$ cat src/rtl/pipe_ctrl_pkg.sv
// Shared types and constants for the pipeline control logic of the 5-stage MIPS core.
package pipe_ctrl_pkg;

   typedef enum logic [1:0] {
      BOOT    = 2'd0,
      RUN     = 2'd1,
      MD_BUSY = 2'd2
   } state_t;

   localparam logic [4:0]  REG_ZERO  = 5'd0;
   localparam logic [31:0] NOP_INSTR = 32'h0000_0000;

endpackage

$ cat src/rtl/load_use_cmp.sv
// Combinational load-use compare: a load in EX writes a register the ID instruction reads.
module load_use_cmp
   import pipe_ctrl_pkg::*;
(
   input  logic       memread,
   input  logic [4:0] ld_rt,
   input  logic [4:0] rs,
   input  logic [4:0] rt,
   input  logic       uses_rt,
   output logic       hazard
);

   // $zero is never a real dependency, so a load targeting it cannot stall.
   assign hazard = memread && (ld_rt != REG_ZERO) &&
                   ((ld_rt == rs) || (uses_rt && (ld_rt == rt)));

endmodule

$ cat src/rtl/pipe_hazard_ctrl.sv
// Hazard/stall sequencer: PC and IF/ID enables, flushes, ID/EX bubbles, mult/div
// occupancy tracking, boot clean-out and a saturating stall-cycle counter.
module pipe_hazard_ctrl
   import pipe_ctrl_pkg::*;
#(
   parameter int MD_LAT = 4,
   parameter int CNT_W  = 16
) (
   input  logic             clk,
   input  logic             rst,
   input  logic [4:0]       id_rs,
   input  logic [4:0]       id_rt,
   input  logic             id_uses_rt,
   input  logic             idex_memread,
   input  logic [4:0]       idex_rt,
   input  logic             ex_branch_taken,
   input  logic             id_md_start,
   input  logic             id_md_read,
   output logic             pc_en,
   output logic             ifid_en,
   output logic             ifid_flush,
   output logic             idex_bubble,
   output logic             md_busy,
   output logic [CNT_W-1:0] stall_cnt
);

   localparam int MD_W = $clog2(MD_LAT + 1);

   state_t          state, state_nxt;
   logic [MD_W-1:0] md_cnt, md_cnt_nxt;
   logic            load_use;
   logic            md_stall;
   logic            stall_inc;

   load_use_cmp u_load_use_cmp (
      .memread (idex_memread),
      .ld_rt   (idex_rt),
      .rs      (id_rs),
      .rt      (id_rt),
      .uses_rt (id_uses_rt),
      .hazard  (load_use)
   );

   assign md_stall = (state == MD_BUSY) && (id_md_start || id_md_read);

   always_ff @(posedge clk) begin
      if (rst) begin
         state     <= BOOT;
         md_cnt    <= '0;
         stall_cnt <= '0;
      end else begin
         state  <= state_nxt;
         md_cnt <= md_cnt_nxt;
         if (stall_inc && (stall_cnt != {CNT_W{1'b1}}))
            stall_cnt <= stall_cnt + 1'b1;
      end
   end

   // Outputs follow rst > BOOT > flush > stall > normal.
   always_comb begin
      pc_en       = 1'b1;
      ifid_en     = 1'b1;
      ifid_flush  = 1'b0;
      idex_bubble = 1'b0;
      stall_inc   = 1'b0;
      md_busy     = (state == MD_BUSY) && !rst;
      if (rst || (state == BOOT)) begin
         pc_en       = 1'b0;
         ifid_en     = 1'b0;
         ifid_flush  = 1'b1;
         idex_bubble = 1'b1;
      end else if (ex_branch_taken) begin
         ifid_flush  = 1'b1;
         idex_bubble = 1'b1;
      end else if (load_use || md_stall) begin
         pc_en       = 1'b0;
         ifid_en     = 1'b0;
         idex_bubble = 1'b1;
         stall_inc   = 1'b1;
      end
   end

   // A flush does not abort an issued mult/div; it only blocks a new one from issuing.
   always_comb begin
      state_nxt  = state;
      md_cnt_nxt = md_cnt;
      case (state)
         BOOT: state_nxt = RUN;
         RUN: begin
            if (id_md_start && !ex_branch_taken && !load_use) begin
               state_nxt  = MD_BUSY;
               md_cnt_nxt = MD_W'(MD_LAT);
            end
         end
         MD_BUSY: begin
            md_cnt_nxt = md_cnt - 1'b1;
            if (md_cnt == MD_W'(1))
               state_nxt = RUN;
         end
         default: state_nxt = BOOT;
      endcase
   end

endmodule

$ cat config.mk
export PLATFORM = sky130hd
export DESIGN_NAME = pipe_hazard_ctrl
export DESIGN_NICKNAME = d
export VERILOG_FILES = /design/src/rtl/pipe_ctrl_pkg.sv /design/src/rtl/load_use_cmp.sv /design/src/rtl/pipe_hazard_ctrl.sv
export SDC_FILE = /design/constraint.sdc
export NUM_CORES = 1
export LEC_CHECK = 0
export CORE_MARGIN = 10
export CORE_UTILIZATION = 49
export DETAILED_ROUTE_END_ITERATION = 12
export PLACE_DENSITY = 0.85
export SETUP_SLACK_MARGIN = 0.5
export SYNTH_ARGS = -nofsm -noshare
export SYNTH_HDL_FRONTEND = slang
export SYNTH_SLANG_ARGS = --single-unit
$ cat constraint.sdc
create_clock -name clk -period 3.8 [get_ports clk]
set_input_delay 0.76 -clock clk [delete_from_list [all_inputs] [get_ports clk]]
set_output_delay 0.76 -clock clk [all_outputs]
set_load 0.02 [all_outputs]
==> summary.txt, run 1 <==
Outcome: finished, final reports clean
WP data required: 3.04 ns
Synth unique cells: 40
Placer Congestion: 0.8082
Commonest non-fill, non-tap cell in the layout: clkdlybuf4s50_1
Multiplexer area fraction after synthesis: 2.388%
Area delta synth->final: 36.77%
Area leader, netlist: dfxtp_1
Num rows: 18
Syn nets: 183
CTS tree: built
Syn Area/Cell: 8.291 µm²
PD cells: 233.4 mW/mm²
Total CTS buffers: 3
Skew final: 0.003561 ns
Post-CTS Hold Fix Bufs: 0
I/O pin count: 43
Sink Count: 21
Yosys Warn Count: 0
CTS clk-pin slew, worst paths: 0.12 ns
Achievable clock frequency: 311.3 MHz
Ys flop type: dfxtp_1
Port bufs: 42
Clk root buf: clkbuf_4
Hold crit path type: reg -> reg
H-tree depth: 1
CP startpoint kind: primary input
Vias after detailed routing: 1327
Final Hold Viols: 0
Final slew viol count: 0
Syn Inst Count: 158
CP Class: in -> out
Ys async rst share: 0%
Arrival time worst endpoint: 2.45 ns
Dpl hpwl: 2.856 mm
Remaining Overflow, GRT: 0
Vias per cell: 5.720
WP buf/inv: 3
N_diodes: 0
DRC viols: 0
Top Family by Delay on Critical Path: buffers and inverters
Compound-cell area share of the yosys netlist: 20.63%
First-pass detailed-route iteration total: 4
Worst Reg2Reg Path Length in Cells: 7
Commonest non-fill, non-tap cells in the layout: clkdlybuf4s50_1 (38), dfxtp_1 (21), a21oi_1 (16)
Core box area: 0.002522 mm²
Worst VDD drop: 0.0001565 V
Latest clock arrival within the worst-skew pair: 0.31 ns
Die H: 71.71 µm
Post-Synth Simple-Gate Area: 29.32%
Initial antenna violation count: 0
Synth Cell Area: 0.001310 mm²
Post-synth EDFFs: 0
Die Area: 0.005142 mm²
Share of layout cells above drive strength 1: 11.39%
Synth Area in Adders: 2.865%
P_leak: 0.6146 nW
Drt wl/cell: 15.31 µm
Tot GR Track Use: 14.18%
Min Clock Period, post-route: 3.213 ns
Fin Hold WS: 0.4937 ns
RSZ-0062 raised after global routing: no
Iter 0 DRT Violations: 124
Max-cap violations: 0
Worst path cell trace: clkdlybuf4s50_1 -> or4_4 -> o21ai_2 -> o21a_4 -> buf_4 -> nand2_1 -> buf_2
XOR/XNOR Fraction of Synth Area: 9.360%
Critical path depth: 7
FF+latch count, synth: 21
Slowest CP cell: or4_4
Setup violators final: 0
Max FO, Critical Path: 8
Hold Path Cell Cnt: 2
Final design utilization: 71.03%
NumNets Final: 228
Starting Density: 51.93%
Period Utilization, post-route: 84.54%
Max Buffers Root-to-Sink: 2
First-pass GRT wire length: 6.147 mm
Dominant cells by area after synthesis: dfxtp_1 (32%), xor2_1 (6.7%), a21oi_1 (6.1%)
Routed Antenna Nets: 0
Crit path capture type: output port
Setup TNS after final layout: 0 ns
Max transition margin: 67.22%
Number of global-route vias before repair: 1382
Worst Tran Pin Value: 0.4906 ns
Pin count of the biggest net entering global routing: 24
DRT Wirelength: 3.551 mm
Largest family of logic cells by synthesized area: simple AND/OR/NAND/NOR gates
Max incr delay on CP: 0.54 ns
Seq/Total Area, Yosys: 32.09%
Reg2Reg Setup Slack: 1.31 ns
Die width: 71.71 µm
Top cell type's share of synthesized area: 32.09%
==> metal layers <==
layer,routed length (µm),GRT usage [%]
met5,0,0
met4,109,6.882
met1,1468,14.78
met2,1699,24.71
met3,273,4.959
==> cells in the mapped netlist (3+ instances only) <==
cell type	number
nand3_1	6
nor2_1	11
or4_1	6
inv_1	3
o21ai_0	8
dfxtp_1	21
xnor2_1	4
ha_1	3
o31ai_1	5
and3_1	3
nand4_1	3
nor2b_1	5
or2_2	3
nand2_1	14
or3_1	7
a21oi_1	16
xor2_1	10
==> flip-flops by register name, summed over array words and instances, names as in the netlist <==
name and count:
state 2, md_cnt 3, stall_cnt 16
==> worst reg2reg max path, delay by kind of cell, from the launching register on <==
| kind | cells | cell delay [ns] |
|---|---|---|
| flip-flops | 1 | 0.37 |
| adder cells (fa/ha/maj) | 1 | 0.27 |
| AO/OA/AOI/OAI | 2 | 0.46 |
| AND/OR/NAND/NOR | 4 | 1.30 |
==> cell families after synthesis <==
| family | after synthesis |
|---|---|
| AND/OR/NAND/NOR | 68 |
| AO/OA/AOI/OAI | 40 |
| flip-flops | 21 |
| XOR/XNOR | 14 |
| buffers and inverters | 9 |
| multiplexers | 3 |
| adder cells (fa/ha/maj) | 3 |
==> final timing paths <==
check,start,to
setup / recovery,idex_rt[3],idex_bubble
hold reg to reg,md_cnt[1],md_cnt[1]
setup reg to reg,stall_cnt[0],stall_cnt[7]
hold / removal,md_cnt[1],md_cnt[1]
==> final cells by class <==
class	count	area, µm²
well taps	30	37.54
repair buffers	46	439.2
fillers	216	730.7
clock buffers	4	26.28
flip-flops and latches	21	420.4
multi-input cells	128	857.1
inverters	3	11.26
==> metrics by stage <==
step | cell area (µm²) | std cells | setup slack, ns | power, mW
2_1_floorplan | 1310 | 158 | 0.7866 | 0.2723
3_3_place_gp | 1758 | 227 | 0.1737 | 0.3092
3_5_place_dp | 1758 | 227 | 0.1157 | 0.3120
4_1_cts | 1784 | 232 | 0.5896 | 0.4193
5_1_grt | 1792 | 232 | 0.5095 | 0.4374
6_report | 1792 | 232 | 0.5874 | 0.4182
==> repair_timing <==
action / in CTS / in global routing
setup endpoints to repair: 3 / 2
pin swaps: 1 / 0
hold endpoints to repair: 0 / 0
resized for setup: 15 / 3
setup buffers: 1 / 0
==> report_power, final <==
part	switching (mW)	internal, mW	total, mW
Combinational	0.0377	0.0428	0.0805
Sequential	0.00435	0.223	0.228
Clock	0.0692	0.0410	0.110
Total	0.111	0.307	0.418
Power figures use the tool's default switching activity.
==> inputs of run 2 (changes only) <==
- CORE_UTILIZATION: 49 -> 45
- PLACE_DENSITY: 0.85 -> 0.79
- clock period: 3.8 -> 3.2 ns (I/O delays scaled with it)
==> summary.txt, run 2 (synthesis gave the netlist of run 1 again) <==
WP data required: 2.56 ns
Vias after detailed routing: 1381
Number of global-route vias before repair: 1355
Initial antenna violation count: 0
Total CTS buffers: 3
Area delta synth->final: 46.04%
Max-cap violations: 0
Commonest non-fill, non-tap cell in the layout: clkdlybuf4s50_1
PD cells: 266.3 mW/mm²
Achievable clock frequency: 373.6 MHz
First-pass detailed-route iteration total: 4
Most flops, register: stall_cnt
Internal power: 369.3 µW
Latest clock arrival within the worst-skew pair: 0.31 ns
Finished Layout Cells: 242
Fin Hold WS: 0.5084 ns
Remaining Overflow, GRT: 0
Die H: 73.96 µm
Die Area: 0.005469 mm²
Placer Congestion: 0.8038
DRC viols: 0
CP startpoint kind: primary input
Registers with the most flip-flops: stall_cnt (16), md_cnt (3), state (2)
GR Layer Usage met1: 14.01%
First-pass GRT wire length: 5.837 mm
Min Clock Period, post-route: 2.677 ns
Crit path capture type: output port
Switching share of power: 27.52%
Period Utilization, post-route: 83.65%
Commonest non-fill, non-tap cells in the layout: clkdlybuf4s50_1 (23), dfxtp_1 (21), a21oi_1 (16)
Routed Antenna Nets: 0
N_diodes: 0
Fillers: 222
Max FO, Critical Path: 11
Max reg flops: 16
Hold crit path type: reg -> reg
Vias per cell: 5.707
Final Hold Viols: 0
Net Switching: 140.2 µW
Met3 GRT Util: 4.122%
Clock share of power: 25.6%
Seq pwr share: 53.0%
Clk root buf: clkbuf_4
Post-CTS Hold Fix Bufs: 0
Most crowded layer after global routing: met2
P_leak: 0.6997 nW
Tot GR Track Use: 12.81%
Drt wl/cell: 15.00 µm
H-tree depth: 1
Worst Tran Pin Value: 0.4642 ns
I/O pin count: 43
Port bufs: 42
Final slew viol count: 0
CTS clk-pin slew, worst paths: 0.12 ns
Setup TNS after final layout: 0 ns
RSZ-0062 raised after global routing: yes
Outcome: finished, final reports clean
Setup violators final: 0
Worst VDD drop: 0.0001679 V
Max Buffers Root-to-Sink: 2
Pin count of the biggest net entering global routing: 24
CTS tree: built
Max transition margin: 68.73%
Sink Count: 21
Dpl hpwl: 2.799 mm
Arrival time worst endpoint: 2.04 ns
Share of layout cells above drive strength 1: 21.33%
NumNets Final: 237
Part of the power in combinational logic: 21.4%
# placed instances: 234
Met2 usage: 22.54%
DRT Wirelength: 3.629 mm
Num rows: 19
Starting Density: 47.10%
CP Class: in -> out
Iter 0 DRT Violations: 64
Skew final: 0.002601 ns
Core box area: 0.002781 mm²
Final design utilization: 68.78%
Die width: 73.96 µm
run 2: cell count changes in the layout (fill, tap and decap cells not counted), sizes merged:
cell	before	now
clkinv	0	1
dlygate4sd2	1	10
dlymetal6s2s	0	1
clkdlybuf4s50	38	23
buf	7	16
clkdlybuf4s15	0	4
run 2: worst paths after layout:
kind / from / endpoint / slack (ns) / cells after the start
max: rst / idex_bubble / 0.52 / 6
min: md_cnt[1] / md_cnt[1] / 0.51 / 2
max reg2reg: stall_cnt[0] / stall_cnt[5] / 0.90 / 8
min reg2reg: md_cnt[1] / md_cnt[1] / 0.51 / 2
run 2: power by group through the flow:
stage,Clock (mW),Sequential [mW],Combinational (mW)
floorplan,0,0.273,0.0508
global placement,0,0.276,0.0980
detailed placement,0,0.276,0.101
CTS,0.132,0.270,0.105
global route,0.145,0.271,0.117
finish,0.130,0.270,0.109
run 2: final cells by class:
type                    instances  area, µm²  share of cell area (%)
well taps                      31      38.79                   2.027
clock buffers                   3      22.52                   1.177
multi-input cells             128      903.4                   47.22
clock inverters                 1      5.005                  0.2616
repair buffers                 55      511.7                   26.75
inverters                       3      11.26                  0.5886
flip-flops and latches         21      420.4                   21.98
run 2: critical path: stages:
cell and delay [ns]:
clkdlybuf4s50_1 0.45, o21bai_1 0.23, or2_2 0.41, inv_1 0.12, nand2_2 0.06, buf_6 0.12
run 2: routing by layer:
metal	wire [µm]	vias to the layer above
met5	0	-
met4	34	0
met3	288	2
met2	1781	46
met1	1525	660
li1	-	673
run 2: timing repair:
item / 4_1_cts / 5_1_grt
setup endpoints to repair: 5 / 8
hold endpoints to repair: 0 / 0
pin swaps: 10 / 7
setup buffers: 2 / 2
resized for setup: 50 / 6
run 2: stage by stage:
stage	worst slack (ns)	power, mW	instance area, µm²
floorplan	0.5454	0.3238	1313
global placement	-0.1618	0.3736	1807
detailed placement	-0.1859	0.3763	1807
CTS	0.4854	0.5072	1889
global route	0.4652	0.5324	1913
finish	0.5231	0.5095	1913
==> inputs of run 3 (changes only) <==
- clock period: 3.2 -> 2.8 ns (I/O delays scaled with it)
==> summary.txt, run 3 (synthesis gave the netlist of run 1 again) <==
Period Utilization, post-route: 84.83%
Hold Path Cell Cnt: 2
Max transition margin: 73.85%
WP data required: 2.24 ns
Hold crit path type: reg -> reg
Outcome: finished, final reports clean
Initial antenna violation count: 0
Skew final: 0.003550 ns
CTS clk-pin slew, worst paths: 0.11 ns
Worst VDD drop: 0.0002568 V
Area delta synth->final: 49.19%
Core box area: 0.002781 mm²
Commonest non-fill, non-tap cell in the layout: clkdlybuf4s50_1
DRT Wirelength: 3.732 mm
Total CTS buffers: 3
Worst flop-to-flop path startpoint: stall_cnt[0]
DRC viols: 0
Die Area: 0.005469 mm²
H-tree depth: 1
Drt wl/cell: 15.05 µm
Top sig layer: met4
Latest clock arrival within the worst-skew pair: 0.30 ns
Max FO, Critical Path: 3
First-pass GRT wire length: 6.113 mm
Iter 0 DRT Violations: 59
Top Family by Delay on Critical Path: simple AND/OR/NAND/NOR gates
Commonest non-fill, non-tap cells in the layout: clkdlybuf4s50_1 (22), dfxtp_1 (21), buf_4 (18)
Arrival time worst endpoint: 1.82 ns
RSZ-0062 raised after global routing: yes
Fin Hold WS: 0.5140 ns
Met3 Routed Length: 221 µm
Max Buffers Root-to-Sink: 2
Pre-CTS WS: -0.4183 ns
I/O pin count: 43
Placer Congestion: 0.8195
Slowest CP cell: o21a_4
Die H: 73.96 µm
Worst Tran Pin Value: 0.3881 ns
Share of layout cells above drive strength 1: 25.81%
Max-cap violations: 0
Starting Density: 47.10%
Max reg flops: 16
Most flops, register: stall_cnt
CP startpoint kind: primary input
PD cells: 300.0 mW/mm²
Worst Setup Slack, final: 0.4246 ns
Final slew viol count: 0
N_diodes: 0
Crit path capture type: output port
Num rows: 19
NumNets Final: 243
Fillers: 225
Pin count of the biggest net entering global routing: 24
Setup TNS after final layout: 0 ns
Clk root buf: clkbuf_4
Sink Count: 21
First-pass detailed-route iteration total: 4
Final Hold Viols: 0
Port bufs: 42
Worst Min Path Start: md_cnt[1]
Vias per cell: 5.593
FF-to-FF End: stall_cnt[14]
Min Clock Period, post-route: 2.375 ns
Remaining Overflow, GRT: 0
Routed Antenna Nets: 0
Routed wl met2: 1.918 mm
WP buf/inv: 3
CTS tree: built
Max incr delay on CP: 0.25 ns
Metal-1 WL: 1.539 mm
Vias after detailed routing: 1387
Number of global-route vias before repair: 1405
Worst path cell trace: buf_8 -> buf_6 -> xor2_2 -> nor4_4 -> a22oi_2 -> o21a_4 -> nor2_4 -> nor2_4 -> buf_6
WHS Endpoint: md_cnt[1]
Reg2Reg Setup Slack: 0.64 ns
Dpl hpwl: 3.043 mm
Worst Reg2Reg Path Length in Cells: 8
Setup violators final: 0
Tot GR Track Use: 13.27%
Registers with the most flip-flops: stall_cnt (16), md_cnt (3), state (2)
CP Class: in -> out
Achievable clock frequency: 421.0 MHz
Die width: 73.96 µm
P_leak: 0.7167 nW
run 3: metrics by stage:
stage / cell area [µm²] / instances / total power [mW] / utilization [%]
final: 1954 / 248 / 0.5864 / 70.27
after global routing: 1954 / 248 / 0.6114 / 70.27
after CTS: 1933 / 247 / 0.5863 / 69.50
after detailed placement: 1861 / 238 / 0.4371 / 66.89
after global placement: 1861 / 238 / 0.4319 / 66.89
after floorplan: 1340 / 158 / 0.3733 / -
run 3: repair_timing:
action,CTS,global route
gates resized for setup,72,5
buffers inserted,5,1
hold buffers,0,0
pin swaps,15,5
endpoints found under the setup margin,14,8
run 3: worst min-delay path, stage by stage (launching register included):
cell,delay [ns]
dfxtp_1,0.33
nand3b_1,0.08
a21oi_1,0.06
run 3: layout make-up:
cell class                 instances  area [µm²]  area share, %
sequential                        21       420.4          21.51
tap                               31       38.79          1.985
clock buffer                       3       22.52          1.152
clock inverter                     1       5.005         0.2561
multi-input combinational        128       918.4          46.99
inverter                           3       11.26         0.5762
timing repair buffer              61       538.0          27.53
run 3: worst max path at each step:
stage	start	endpoint	slack, ns	cells past startpoint
after floorplan	idex_rt[4]	pc_en	0.41	6
after global placement	idex_rt[3]	pc_en	-0.38	7
final	idex_rt[4]	ifid_en	0.42	9
after global routing	idex_rt[4]	pc_en	0.34	9
after detailed placement	idex_rt[3]	ifid_en	-0.42	7
after CTS	rst	idex_bubble	0.39	6
run 3: layer usage:
metal / up-vias / GRT usage, %
li1: 688 / -
met1: 652 / 14.30
met2: 43 / 24.34
met3: 4 / 3.723
met4: 0 / 4.141
met5: - / 0
run 3: report_power, final:
| group | switching [mW] | internal (mW) |
|---|---|---|
| combinational | 0.0605 | 0.0706 |
| clock | 0.0933 | 0.0533 |
| sequential | 0.00584 | 0.303 |
